[src/rtl/instruction_fetch.sv]
// Instruction fetch stage: reads four bytes per instruction from a byte-wide memory,
// assembles them big-endian and hands the word to decode over valid/ready.
module instruction_fetch #(
    parameter int unsigned          ADDR_W   = 10,
    parameter logic [ADDR_W-1:0]    RESET_PC = '0
) (
    input  logic              clk,
    input  logic              rst_n,
    output logic [ADDR_W-1:0] imem_addr,
    output logic              imem_wr,
    input  logic [7:0]        imem_data,
    output logic [31:0]       instr,
    output logic [ADDR_W-1:0] instr_pc,
    output logic              instr_valid,
    input  logic              instr_ready,
    input  logic              branch_en,
    input  logic [ADDR_W-1:0] branch_target
);

    typedef enum logic {FETCH, HOLD} state_t;

    state_t            state_q, state_d;
    logic [ADDR_W-1:0] pc_q, pc_d;
    logic [1:0]        cnt_q, cnt_d;
    logic [23:0]       bytes_q, bytes_d;
    logic [31:0]       instr_q, instr_d;
    logic [ADDR_W-1:0] instr_pc_q, instr_pc_d;
    logic              valid_q, valid_d;

    assign imem_wr     = 1'b0;
    assign imem_addr   = (state_q == FETCH) ? pc_q + ADDR_W'(cnt_q) : pc_q;
    assign instr       = instr_q;
    assign instr_pc    = instr_pc_q;
    assign instr_valid = valid_q;

    always_comb begin
        state_d    = state_q;
        pc_d       = pc_q;
        cnt_d      = cnt_q;
        bytes_d    = bytes_q;
        instr_d    = instr_q;
        instr_pc_d = instr_pc_q;
        valid_d    = valid_q;

        // Redirect overrides both the final-byte capture and a same-cycle handshake.
        if (branch_en) begin
            pc_d    = branch_target & ~ADDR_W'(3);
            cnt_d   = 2'd0;
            valid_d = 1'b0;
            state_d = FETCH;
        end else begin
            unique case (state_q)
                FETCH: begin
                    cnt_d = cnt_q + 2'd1;
                    unique case (cnt_q)
                        2'd0: bytes_d[23:16] = imem_data;
                        2'd1: bytes_d[15:8]  = imem_data;
                        2'd2: bytes_d[7:0]   = imem_data;
                        2'd3: begin
                            instr_d    = {bytes_q, imem_data};
                            instr_pc_d = pc_q;
                            valid_d    = 1'b1;
                            state_d    = HOLD;
                        end
                        default: ;
                    endcase
                end
                HOLD: begin
                    if (valid_q && instr_ready) begin
                        pc_d    = pc_q + ADDR_W'(4);
                        cnt_d   = 2'd0;
                        valid_d = 1'b0;
                        state_d = FETCH;
                    end
                end
                default: state_d = FETCH;
            endcase
        end
    end

    always_ff @(posedge clk) begin
        if (!rst_n) begin
            state_q    <= FETCH;
            pc_q       <= RESET_PC;
            cnt_q      <= 2'd0;
            bytes_q    <= '0;
            instr_q    <= '0;
            instr_pc_q <= '0;
            valid_q    <= 1'b0;
        end else begin
            state_q    <= state_d;
            pc_q       <= pc_d;
            cnt_q      <= cnt_d;
            bytes_q    <= bytes_d;
            instr_q    <= instr_d;
            instr_pc_q <= instr_pc_d;
            valid_q    <= valid_d;
        end
    end

endmodule

[config.mk]
export PLATFORM = sky130hd
export DESIGN_NAME = instruction_fetch
export DESIGN_NICKNAME = d
export VERILOG_FILES = /design/src/rtl/instruction_fetch.sv
export SDC_FILE = /design/constraint.sdc
export NUM_CORES = 1
export LEC_CHECK = 0
export ABC_AREA = 0
export CORE_MARGIN = 10
export CORE_UTILIZATION = 49
export DETAILED_ROUTE_END_ITERATION = 8
export MAX_ROUTING_LAYER = met4
export PLACE_DENSITY = 0.78
export SLEW_MARGIN = 20
export SYNTH_ARGS = -nofsm -noshare
export SYNTH_HDL_FRONTEND = slang
export SYNTH_SLANG_ARGS = --single-unit
[constraint.sdc]
create_clock -name clk -period 1.6 [get_ports clk]
set_input_delay 0.32 -clock clk [delete_from_list [all_inputs] [get_ports clk]]
set_output_delay 0.32 -clock clk [all_outputs]
set_load 0.02 [all_outputs]
### Yosys cells after proc, flatten, opt, wreduce, memory -nomap -nowiden

Cells that the tools add are included.

| operators by class | value |
|---|---|
| add/subtract/negate cells | 3 |
| $mul | 0 |
| div/mod/pow operators | 0 |
| $lt $le $gt $ge | 0 |
| equality and inequality tests | 5 |
| shift-type cells | 0 |
| muxes and demuxes | 12 |
| bitwise logic cells | 3 |
| reduce and logical (&&, ||, !) cells | 12 |

Operators with widths:

| kind | count |
|---|---|
| 2-to-1 mux 10 bit | 4 |
| AND reduction 3 bit | 4 |
| adder 10 x 2 -> 10 bit | 1 |
| adder 10 x 3 -> 10 bit, second input constant | 1 |
| AND reduction 2 bit | 3 |
| equality test 2 bit, second input constant | 2 |
| 2-to-1 mux 1 bit | 4 |
| != test 2 x 1 -> 1 bit, second input constant | 2 |
| case mux 1 bit (2 select lines) | 2 |
| case mux 2 bit (2 select lines) | 1 |
| nonzero test 2 bit | 2 |
| inverter 1 bit | 3 |
| adder 2 x 1 -> 2 bit, second input constant | 1 |
| equality test 2 x 1 -> 1 bit, second input constant | 1 |
| logical NOT 2 bit | 1 |
| 2-to-1 mux 2 bit | 1 |
| OR reduction 2 bit | 1 |
| logical AND 1 bit | 1 |

| word-level totals | value |
|---|---|
| register bits | 80 |
| latch bits | 0 |
| memory bits (writable) | 0 |
| memory bits (read-only) | 0 |
| input bits | 22 |
| output and inout bits | 54 |
| logic and storage cells | 45 |
| memories kept | 0 |

### Logic depth before layout (Yosys ltp)

| logic depth | value |
|---|---|
| word-level depth | 4 |
| depth in mapped cells | 6 |
| gate-level depth less buffers | 5 |

### Worst setup path before layout

Ideal clock, no wire load.

| timing path | value |
|---|---|
| kind | reg-to-reg |
| start point | register pc_q[2] |
| end point | register pc_q[6] |
| setup time | 0.074 ns |
| arrival | 1.341 ns |
| data required time | 1.526 ns |
| slack | 0.185 ns |
| cell stages (with the launch flop) | 5 |
| path buffers | 0 |
| clock period less this slack | 1.415 ns |
| cell sequence | dfxtp_1 > ha_1 > nand4_1 > or3_1 > a31oi_1 |

| on the way | value |
|---|---|
| word-level cells in the longest chain between the ends | 4 |

RTL lines:

| what | line | text |
|---|---|---|
| from (decl) | 23 | `logic [ADDR_W-1:0] pc_q, pc_d;` |
| from (signal assigned) | 92 | `pc_q <= pc_d;` |
| adder 10 x 3 -> 10 bit | 70 | `pc_d = pc_q + ADDR_W'(4);` |
| 2-to-1 mux 10 bit | 69 | `if (valid_q && instr_ready) begin` |
| 2-to-1 mux 10 bit | 52 | `unique case (state_q)` |
| 2-to-1 mux 10 bit | 46 | `if (branch_en) begin` |

Every way passes these cells. The select of a mux whose other input is x is not followed.
A chain may end at the register's enable or synchronous reset.

### Worst setup path after layout

| timing path | value |
|---|---|
| start point | register cnt_q[0] |
| end point | output port imem_addr[0] |

| on the way | value |
|---|---|
| word-level cells in the longest chain between the ends | 2 |

RTL lines:

| what | line | text |
|---|---|---|
| from (decl) | 24 | `logic [1:0] cnt_q, cnt_d;` |
| from (signal assigned) | 93 | `cnt_q <= cnt_d;` |
| adder 10 x 2 -> 10 bit | 31 | `assign imem_addr = (state_q == FETCH) ? pc_q + ADDR_W'(cnt_q) : pc_q;` |
| 2-to-1 mux 10 bit | 31 |  |
| to (decl) | 9 | `output logic [ADDR_W-1:0] imem_addr,` |

Every way passes these cells.

==> impl_metrics.toml <==
[clock_tree]
htreeDepth = 3
post-cts-setup-buffers = 0
cts_root_buffer = "clkbuf_8"
clk_pin_slew_ns = 0.08
cts_hold_buf = 0
worstSkewPairLatency_ns = 0.34
cts_tree = "done"
clkSinkCount = 76
clock_path_buffers = 2
cts_buffers = 9

[pwr]
p_leak_nw = 1.66
power_switching_mw = 0.878
p_int_mw = 2.72
peakVddDrop_uv = 474
p_clk_share_pct = 36.9
p_sw_share_pct = 24.4
powerDensity_nw_per_um2 = 887
seqPwrFrac_pct = 54.7
p_comb_share_pct = 8.4

[drt]
ant_nets = 0
num_vias = 2536
firstDrtPassIters = 4
drt_iter0_drc = 118
totalWireLength_um = 7430
wl_per_cell_um = 14.9
drcViolationCount = 0
via_per_inst = 5.08

[critical_path]
arrival_ns = 1.19
crit_cells = 3
worst_path_largest_cell_delay_ns = 0.37
crit_path_end_kind = "output pin"
critPathRequiredTime_ns = 1.28
slowest_stage = "dfxtp_2"
start_kind = "flop"
crit_chain = "inv_1, nor2_1, clkdlybuf4s15_2"
crit_family = "flip-flops"
path_class = "flop to output pin"
ff2ff_path_depth = 5
path_buf_inv = 2
critPathMaxFanout = 5

[placed_design]
portBuffers = 70
dp_hpwl_um = 5250
dpl.cell_count = 484
dp_slack_ns = -0.238
routabilityCongestion = 0.846

[sta]
finalHoldViolCount = 0
setup_ws_ns = 0.0869
final-setup-viol-count = 0
max_freq_mhz = 661
fin_skew_ns = 0.0102
fin_crit_sh_pct = 94.6
rsz0062_at_grt = "false"
finalCriticalPeriod_ns = 1.51
drv_slew = 0

[synthesis]
avgSynthCellArea_um2 = 9.13
synth_seq_cells = 76
async_flop_share_pct = 0
yosysUniqueCellTypes = 35
synth_top_area_share_pct = 48.6
synth.most_common_cell = "nand2_1"
synth_area_leaders = "dfxtp_1 49%, nand2_1 10%, mux2i_1 7.7%"
yosysWarnings = 0
synth_ff_type = "dfxtp_1"
synth_area_um2 = 3130
ys_top_cells_by_count = "87 x nand2_1, 76 x dfxtp_1, 26 x nor2b_1, 24 x mux2i_1, 21 x a21boi_1"
synthCells = 343
synth_seq_area_share_pct = 48.6
synth_top_area_cell = "dfxtp_1"
synth_edf_count = 0

[floorplan]
initial_core_util_pct = 49.9
ios = 76
die_h_um = 100
die_w_um = 100
core-area_um2 = 6280
dieArea_um2 = 9990
fp-row-count = 29

[grt]
grt_pass1_wl_um = 12300
track_usage_pct = 15.7
grt_use_met3_pct = 5.49
use_met2_pct = 22.7
antenna_found_initial = 0
grt_pass1_vias = 2489
grt_max_degree = 44
met1_usage_pct = 18.9
busiest_layer = "met2"
gr-total-overflow = 0

[final_layout]
area_growth_pct = 29.4
drive_above_1_share_pct = 10.7
n_antenna_cell = 0
layout.nets = 445
layoutNonFillerInstCount = 499

[job]
cap_violations = 0

[run_status]
outcome = "finished, final reports clean"

[hold_path]
min_path_cells = 4
min-delay-path-class = "input pin to flop"
-- timing repair --
item                                    in CTS  in global routing
pin swaps                                    0                  0
gates resized for setup                     54                  3
endpoints found under the setup margin      51                 19
-- state kept, by name (all words and copies together), names as in the netlist --
register,flops
instr,32
bytes_q,24
instr_pc,8
pc_q,8
cnt_q,2
instr_valid,1
state_q,1
-- per-stage QoR --
stage          hold WS [ns]  utilization (%)  cell area [um2]  TNS, ns  power (mW)
5_1_grt               0.442             64.6             4050        0        3.74
6_report              0.429             64.6             4050        0        3.60
2_1_floorplan         0.430                -             3140        0        2.18
3_3_place_gp          0.438             62.7             3940   -10.82        2.32
3_5_place_dp          0.444             62.7             3940   -13.09        2.33
4_1_cts               0.414             64.6             4050        0        3.63
-- kinds of logic (layout without fill, tap and decap cells) --
family                   count (synthesis)  count (layout)  share of synthesized area, %
adder cells (fa/ha/maj)                  5               5                          2.00
multiplexers                            24              24                          7.67
flip-flops                              76              76                          48.6
AO/OA/AOI/OAI                           63              63                          13.7
AND/OR/NAND/NOR                        142             142                          21.8
buffers and inverters                   30             107                          5.63
XOR/XNOR                                 2               2                         0.559
other                                    1               3                         0.120
-- path summary, 6_finish.rpt --
| kind | to | startpoint | slack (ns) |
|---|---|---|---|
| hold reg to reg | instr[23] | bytes_q[15] | 0.45 |
| setup / recovery | imem_addr[0] | cnt_q[0] | 0.09 |
| hold / removal | pc_q[9] | rst_n | 0.43 |
| setup reg to reg | instr[10] | cnt_q[1] | 0.10 |
-- power groups by stage --
stage	clock network, mW	registers (mW)	logic (mW)
2_1_floorplan	0	2.02	0.157
3_3_place_gp	0	2.01	0.311
3_5_place_dp	0	2.01	0.316
4_1_cts	1.36	1.97	0.305
5_1_grt	1.43	1.97	0.331
6_report	1.33	1.97	0.302
-- layout by cell type (no fill, tap or decap), drive strengths merged, types with 2 or more instances in the layout --
cell,instances
clkbuf,12
nor2,4
or3,3
and3,2
clkdlybuf4s50,17
ha,5
inv,4
nor2b,26
a31oi,6
nand2,87
nor3b,4
a21oi,5
conb,3
nand4,2
a21boi,40
or4,2
dlygate4sd2,49
o21ai,10
dfxtp,76
buf,20
nand3,7
mux2i,24
clkinv,3
or3b,2
-- per-layer routing --
layer  vias to the layer above  routed length (um)
li1                       1282                   -
met1                      1168                3470
met2                        75                3300
met3                        11                 525
met4                         0                 131
met5                         -                   0
-- worst register-to-register path, delay by kind of cell, from the launching register on --
kind	cells	cell delay, ns
and+or+nand+nor	2	0.48
buffers and inverters	1	0.24
adders and majority gates	1	0.23
AOI/OAI and AO/OA	1	0.08
DFF	1	0.37
-- layout make-up --
type,instances,area [um2]
tap,77,96.3
clock inverter,4,23.8
clock buffer,11,151
inverter,3,11.3
sequential,76,1520
timing repair buffer,89,788
fill,554,2220
multi-input combinational,239,1460
Power figures use the tool's default switching activity.
